[config.mk]
export PLATFORM = sky130hd
export DESIGN_NAME = time_programmer
export DESIGN_NICKNAME = d
export VERILOG_FILES = /design/src/rtl/time_prog_pkg.sv /design/src/rtl/bcd_field_counter.sv /design/src/rtl/time_programmer.sv
export SDC_FILE = /design/constraint.sdc
export NUM_CORES = 1
export LEC_CHECK = 0
export CORE_MARGIN = 4
export CORE_UTILIZATION = 30
export CTS_CLUSTER_SIZE = 28
export DETAILED_ROUTE_END_ITERATION = 16
export HOLD_SLACK_MARGIN = 0.06
export SLEW_MARGIN = 20
export SYNTH_ARGS = -nofsm -noshare
export SYNTH_HDL_FRONTEND = slang
export SYNTH_SLANG_ARGS = --single-unit
export TNS_END_PERCENT = 1
[constraint.sdc]
create_clock -name clk -period 2.2 [get_ports clk]
set_input_delay 0.33 -clock clk [delete_from_list [all_inputs] [get_ports clk]]
set_output_delay 0.33 -clock clk [all_outputs]
set_load 0.05 [all_outputs]
[src/rtl/time_prog_pkg.sv]
// Shared types and helpers for the multi-field BCD time programmer.
package time_prog_pkg;

  typedef enum logic [1:0] {
    IDLE = 2'd0,
    EDIT = 2'd1,
    DONE = 2'd2
  } prog_state_t;

  typedef logic [3:0] bcd_digit_t;

  typedef struct packed {
    bcd_digit_t tens;
    bcd_digit_t units;
  } bcd_field_t;

  // Binary value (0..99) to a two-digit BCD field.
  function automatic bcd_field_t to_bcd(input int unsigned v);
    bcd_field_t r;
    r.tens  = 4'(v / 10);
    r.units = 4'(v % 10);
    return r;
  endfunction

  // Wrap limit for a field index: the top field has its own limit.
  function automatic bcd_field_t field_max(input int unsigned idx, input int unsigned nf,
                                           input int unsigned low, input int unsigned top);
    return (idx == nf - 1) ? to_bcd(top) : to_bcd(low);
  endfunction

endpackage

[src/rtl/bcd_field_counter.sv]
// One two-digit BCD field with wrap-around increment/decrement and clear.
module bcd_field_counter
  import time_prog_pkg::*;
(
  input  logic       clk,
  input  logic       rst_n,
  input  logic       i_inc,
  input  logic       i_dec,
  input  logic       i_clr,
  input  bcd_field_t i_max,
  output bcd_field_t o_value
);

  bcd_field_t r_value;
  bcd_field_t w_inc_val;
  bcd_field_t w_dec_val;

  // Next values for +1 and -1, computed per digit so only legal BCD is ever stored.
  always_comb begin
    w_inc_val = r_value;
    w_dec_val = r_value;
    if (r_value == i_max) begin
      w_inc_val = '0;
    end else if (r_value.units == 4'd9) begin
      w_inc_val.tens  = r_value.tens + 4'd1;
      w_inc_val.units = 4'd0;
    end else begin
      w_inc_val.units = r_value.units + 4'd1;
    end
    if (r_value == bcd_field_t'(8'h00)) begin
      w_dec_val = i_max;
    end else if (r_value.units == 4'd0) begin
      w_dec_val.tens  = r_value.tens - 4'd1;
      w_dec_val.units = 4'd9;
    end else begin
      w_dec_val.units = r_value.units - 4'd1;
    end
  end

  // Field register: clear wins, then increment, then decrement.
  always_ff @(posedge clk or negedge rst_n) begin
    if (!rst_n) begin
      r_value <= '0;
    end else if (i_clr) begin
      r_value <= '0;
    end else if (i_inc) begin
      r_value <= w_inc_val;
    end else if (i_dec) begin
      r_value <= w_dec_val;
    end
  end

  assign o_value = r_value;

endmodule

[src/rtl/time_programmer.sv]
// Edits 1-3 BCD time fields with step, auto-repeat, blink and a completion pulse.
module time_programmer
  import time_prog_pkg::*;
#(
  parameter logic [2:0]  STATE_ID      = 3'd1,
  parameter int unsigned NUM_FIELDS    = 2,
  parameter int unsigned LOW_MAX       = 59,
  parameter int unsigned TOP_MAX       = 59,
  parameter int unsigned REPEAT_DELAY  = 500000,
  parameter int unsigned REPEAT_PERIOD = 100000,
  parameter int unsigned BLINK_HALF    = 250000
) (
  input  logic                      clk,
  input  logic                      rst_n,
  input  logic [2:0]                current_state,
  input  logic                      toggle,
  input  logic                      increase,
  input  logic                      decrease,
  output logic [8*NUM_FIELDS-1:0]   digits_out,
  output logic [NUM_FIELDS-1:0]     blink_mask,
  output logic                      programmed
);

  localparam int unsigned SW     = (NUM_FIELDS > 1) ? $clog2(NUM_FIELDS) : 1;
  localparam int unsigned REP_MX = (REPEAT_DELAY > REPEAT_PERIOD) ? REPEAT_DELAY : REPEAT_PERIOD;
  localparam int unsigned CW     = $clog2(REP_MX + 1);
  localparam int unsigned BW     = $clog2(BLINK_HALF + 1);
  localparam logic [SW-1:0] LAST_SEL = SW'(NUM_FIELDS - 1);

  prog_state_t     r_state;
  logic [SW-1:0]   r_sel;
  logic [2:0]      r_prev_state;
  logic            r_inc_only_d;
  logic            r_dec_only_d;
  logic [CW-1:0]   r_rep;
  logic            r_rep_first;
  logic [BW-1:0]   r_bcnt;
  logic            r_phase;
  logic [NUM_FIELDS-1:0] r_blink_mask;
  logic            r_programmed;

  logic            w_active, w_entry, w_edit;
  logic            w_inc_only, w_dec_only;
  logic            w_hold, w_press, w_rep_hit, w_step, w_restart;
  logic [BW-1:0]   w_bcnt_nxt;
  logic            w_phase_nxt;
  logic [NUM_FIELDS-1:0] w_mask_nxt, w_fld_inc, w_fld_dec;
  bcd_field_t      w_fields [NUM_FIELDS];

  // Entry detection, step/repeat decisions, blink phase and per-field strobes.
  always_comb begin
    w_active   = (current_state == STATE_ID);
    w_entry    = w_active && (r_prev_state != STATE_ID);
    w_edit     = w_active && !w_entry && (r_state == EDIT);
    w_inc_only = increase && !decrease;
    w_dec_only = decrease && !increase;
    w_hold     = w_edit && !toggle && (w_inc_only || w_dec_only);
    w_press    = w_hold && ((w_inc_only && !r_inc_only_d) || (w_dec_only && !r_dec_only_d));
    w_rep_hit  = w_hold && !w_press &&
                 (r_rep == (r_rep_first ? CW'(REPEAT_DELAY) : CW'(REPEAT_PERIOD)));
    w_step     = w_press || w_rep_hit;
    w_restart  = !w_edit || toggle || w_step;
    w_bcnt_nxt  = '0;
    w_phase_nxt = 1'b0;
    if (!w_restart) begin
      if (r_bcnt == BW'(BLINK_HALF - 1)) begin
        w_phase_nxt = !r_phase;
      end else begin
        w_bcnt_nxt  = r_bcnt + BW'(1);
        w_phase_nxt = r_phase;
      end
    end
    w_mask_nxt = '0;
    w_fld_inc  = '0;
    w_fld_dec  = '0;
    for (int i = 0; i < int'(NUM_FIELDS); i++) begin
      w_fld_inc[i]  = w_step && w_inc_only && (r_sel == SW'(i));
      w_fld_dec[i]  = w_step && w_dec_only && (r_sel == SW'(i));
      w_mask_nxt[i] = w_phase_nxt && (r_sel == SW'(i));
    end
  end

  // Control FSM with field selection, repeat timer, blink timer and registered flags.
  always_ff @(posedge clk or negedge rst_n) begin
    if (!rst_n) begin
      r_state      <= IDLE;
      r_sel        <= '0;
      r_prev_state <= '0;
      r_inc_only_d <= 1'b0;
      r_dec_only_d <= 1'b0;
      r_rep        <= '0;
      r_rep_first  <= 1'b0;
      r_bcnt       <= '0;
      r_phase      <= 1'b0;
      r_blink_mask <= '0;
      r_programmed <= 1'b0;
    end else begin
      r_prev_state <= current_state;
      r_inc_only_d <= w_inc_only;
      r_dec_only_d <= w_dec_only;
      r_bcnt       <= w_bcnt_nxt;
      r_phase      <= w_phase_nxt;
      r_blink_mask <= w_mask_nxt;
      r_programmed <= w_edit && toggle && (r_sel == LAST_SEL);

      if (!w_active) begin
        r_state <= IDLE;
      end else if (w_entry) begin
        r_state <= EDIT;
        r_sel   <= '0;
      end else if (w_edit && toggle) begin
        if (r_sel < LAST_SEL) begin
          r_sel <= r_sel + SW'(1);
        end else begin
          r_state <= DONE;
        end
      end

      if (!w_hold) begin
        r_rep       <= '0;
        r_rep_first <= 1'b1;
      end else if (w_step) begin
        r_rep       <= CW'(1);
        r_rep_first <= w_press;
      end else begin
        r_rep <= r_rep + CW'(1);
      end
    end
  end

  for (genvar g = 0; g < int'(NUM_FIELDS); g++) begin : g_field
    localparam int unsigned IDX = g;
    bcd_field_counter u_field (
      .clk     (clk),
      .rst_n   (rst_n),
      .i_inc   (w_fld_inc[g]),
      .i_dec   (w_fld_dec[g]),
      .i_clr   (w_entry),
      .i_max   (field_max(IDX, NUM_FIELDS, LOW_MAX, TOP_MAX)),
      .o_value (w_fields[g])
    );
    assign digits_out[8*g +: 8] = w_fields[g];
  end

  assign blink_mask = r_blink_mask;
  assign programmed = r_programmed;

endmodule

==> results.txt <==
outcome: finished clean
die height: 120 microns
Critical R2R Capture: g_field[0].u_field.o_value[4]
CTS Buf Count: 9
CTS sink cnt: 66
vias: 3,268
number of I/O pins: 27
Max Cap Violations: 0
Critical Path AT: 2.42 ns
final core occ: 42.7%
Hold Crit Start: decrease
CP Max Fanout: 7
global-route wire length before repair: 15.5 mm
crit end category: flop
First DRT Iteration DRCs: 151
DP HPWL: 6.43 mm
Post-Layout Cell Count: 678
Initial Utilization: 31.1%
Avg Cell Area, Syn: 9.12 sq um
largest net degree at the start of global routing: 67
I/O Buffers: 26
max_slew headroom: 66.0%
Tcrit/Tclk final: 98.4%
total track usage: 13.0%
Yosys top cell area share: 43.6%
hold endpoint: r_dec_only_d
CORE AREA: 12,200 sq um
remaining antenna violation count after routing: 0
Least-Margin Pin Slew: 0.509 ns
antenna diode instance count: 0
row count: 40
Final Skew: 0.00614 ns
Post-Synthesis Cells: 415
worst reg-to-reg path cell count: 10
dominant cells by area after synthesis: dfrtp_1 (44%), nor2_1 (7.2%), ha_1 (5.6%)
Hold Path Class: in2reg
gr ovfl total: 0
vias in the first global route: 3,236
Fmax achieved: 0.462 GHz
Reg2Reg Launch Point: r_rep[1]
die width: 120 microns
clk buf depth: 2
area leader, netlist: dfrtp_1
worst vdd ir: 442 uV
post-route minimum period: 2.17 ns
final net count: 530
die area: 14,500 sq um
Clock Latency Late Sink: 0.33 ns
Setup Viol. Count Final: 0
dpl cells: 658
Yosys cell types: 62
initial antenna violation count: 0
Final Hold Viols: 0
detailed-route wire length: 8.98 mm
DP Area: 4660 sq um
root buffer cell: clkbuf_16
DRC: 0
hold path depth: 3
startpoint types: flop
vias per cell: 4.82
syn_nets: 440
Slew Viols, Final: 0
leakage power: 0.00214 uW
DR WL/cell: 13.2 microns
register clock-pin slew on the reported worst setup and hold paths: 0.06 ns
Pwr Density: 697 nW/um^2
CTS tree: yes
ys flop type: dfrtp_1
fin area: 5190 sq um
Synth Warn #: 0
register area share after synthesis: 43.6%
CP Data Required Time: 2.46 ns
Area growth syn-to-layout: 37.2%
number of flops mapped to enable cells by yosys: 0
drt first pass iters: 4
cell area after synthesis: 3790 sq um
most frequent cells in the layout: nor2_1 (72), dfrtp_1 (66), buf_4 (50)
ratio of cells with drive above 1 in the final layout: 23.7%
synthesized flop and latch total: 66
H-tree depth: 3
placer's final routability congestion estimate: 0.828
RSZ-0062 raised after global routing: true
crit path kind: reg2reg
most common cell after layout, fill and taps aside: nor2_1
worst reg-to-reg setup slack: 0.03 ns
ys async rst share: 100%
## cells in the mapped netlist, drive strengths merged (2+ instances only)
master   n
nor2    74
dfrtp   66
nand2   29
nand3   29
inv     24
xor2    21
ha      17
nor3    17
xnor2   16
o21ai   15
a21oi   13
nand4   11
and3     9
nor3b    6
a31oi    5
buf      5
nor4     5
a22o     4
o31ai    4
or4      4
clkbuf   3
nor2b    3
and2     2
nand4b   2
o211ai   2
o21a     2
o22ai    2
or2      2
or3      2
## state kept, by name (all words and copies together), names as in the netlist
register,flops
r_dec_only_d,1
r_rep_first,1
r_state,2
programmed,1
blink_mask,2
g_field.u_field.o_value,16
r_inc_only_d,1
r_rep,19
r_phase,1
r_prev_state,3
r_bcnt,18
r_sel,1
## layer usage
layer	routed length, microns	global-route usage (%)	share of wire [%]
met5	0	0	0
met4	130	4.25	1.4
met3	313	2.43	3.5
met2	4190	20.4	47
met1	4350	18.1	48
## kinds of logic after synthesis
logic type / after synthesis / share of synthesized area, %
buffers and inverters: 32 / 3.67
AO/OA/AOI/OAI: 59 / 11.0
XOR/XNOR: 37 / 8.56
AND/OR/NAND/NOR: 204 / 27.5
adder cells (fa/ha/maj): 17 / 5.62
flip-flops: 66 / 43.6
## where the power goes
group | internal, uW | total (uW) | switching [uW]
clock | 909 | 1470 | 556
combinational | 298 | 767 | 469
sequential | 1270 | 1390 | 110
total | 2480 | 3620 | 1140
## critical path: stages, from the launching register on
cell and delay [ns]:
dfrtp_1 0.37, inv_1 0.06, ha_2 0.16, and4bb_1 0.21, nand4_1 0.19, o21ai_2 0.26, buf_6 0.14, a41o_4 0.22
o211ai_4 0.10, or3_1 0.31, o21ai_1 0.07
## how the worst max path moves through the flow
stage / startpoint / to / slack [ns] / cells after the start
3_5_place_dp: increase / g_field[0].u_field.o_value[3] / -0.52 / 11
2_1_floorplan: decrease / r_bcnt[10] / 0.04 / 10
6_report: r_rep[1] / g_field[0].u_field.o_value[4] / 0.03 / 10
4_1_cts: r_rep[0] / g_field[1].u_field.o_value[6] / -0.009 / 10
3_3_place_gp: increase / g_field[0].u_field.o_value[3] / -0.49 / 11
5_1_grt: r_rep[0] / g_field[1].u_field.o_value[0] / -0.07 / 8
## stage by stage
step                      worst slack [ns]  total power (uW)  TNS (ns)  hold slack (ns)
after floorplan                     0.0431              1850         0           0.0344
after global placement              -0.489              2120    -12.43            0.391
after detailed placement            -0.524              2140    -13.90            0.384
after CTS                         -0.00884              3630  -0.00884            0.458
after global routing               -0.0666              3770    -0.335            0.477
final                               0.0350              3620         0            0.447
## layout make-up
type,instances,area [sq um]
clock buffer,10,239
clock inverter,6,65.1
fill,1191,6970
inverter,24,90.1
multi-input combinational,317,2170
sequential,66,1650
tap,168,210
timing repair buffer,87,772
## what timing repair did
item,4_1_cts,5_1_grt
setup buffers,1,2
pin swaps,11,18
resized for setup,10,34
hold buffers,1,0
endpoints found under the setup margin,17,35
endpoints found under the hold margin,66,0
(Power assumes the default switching activity.)
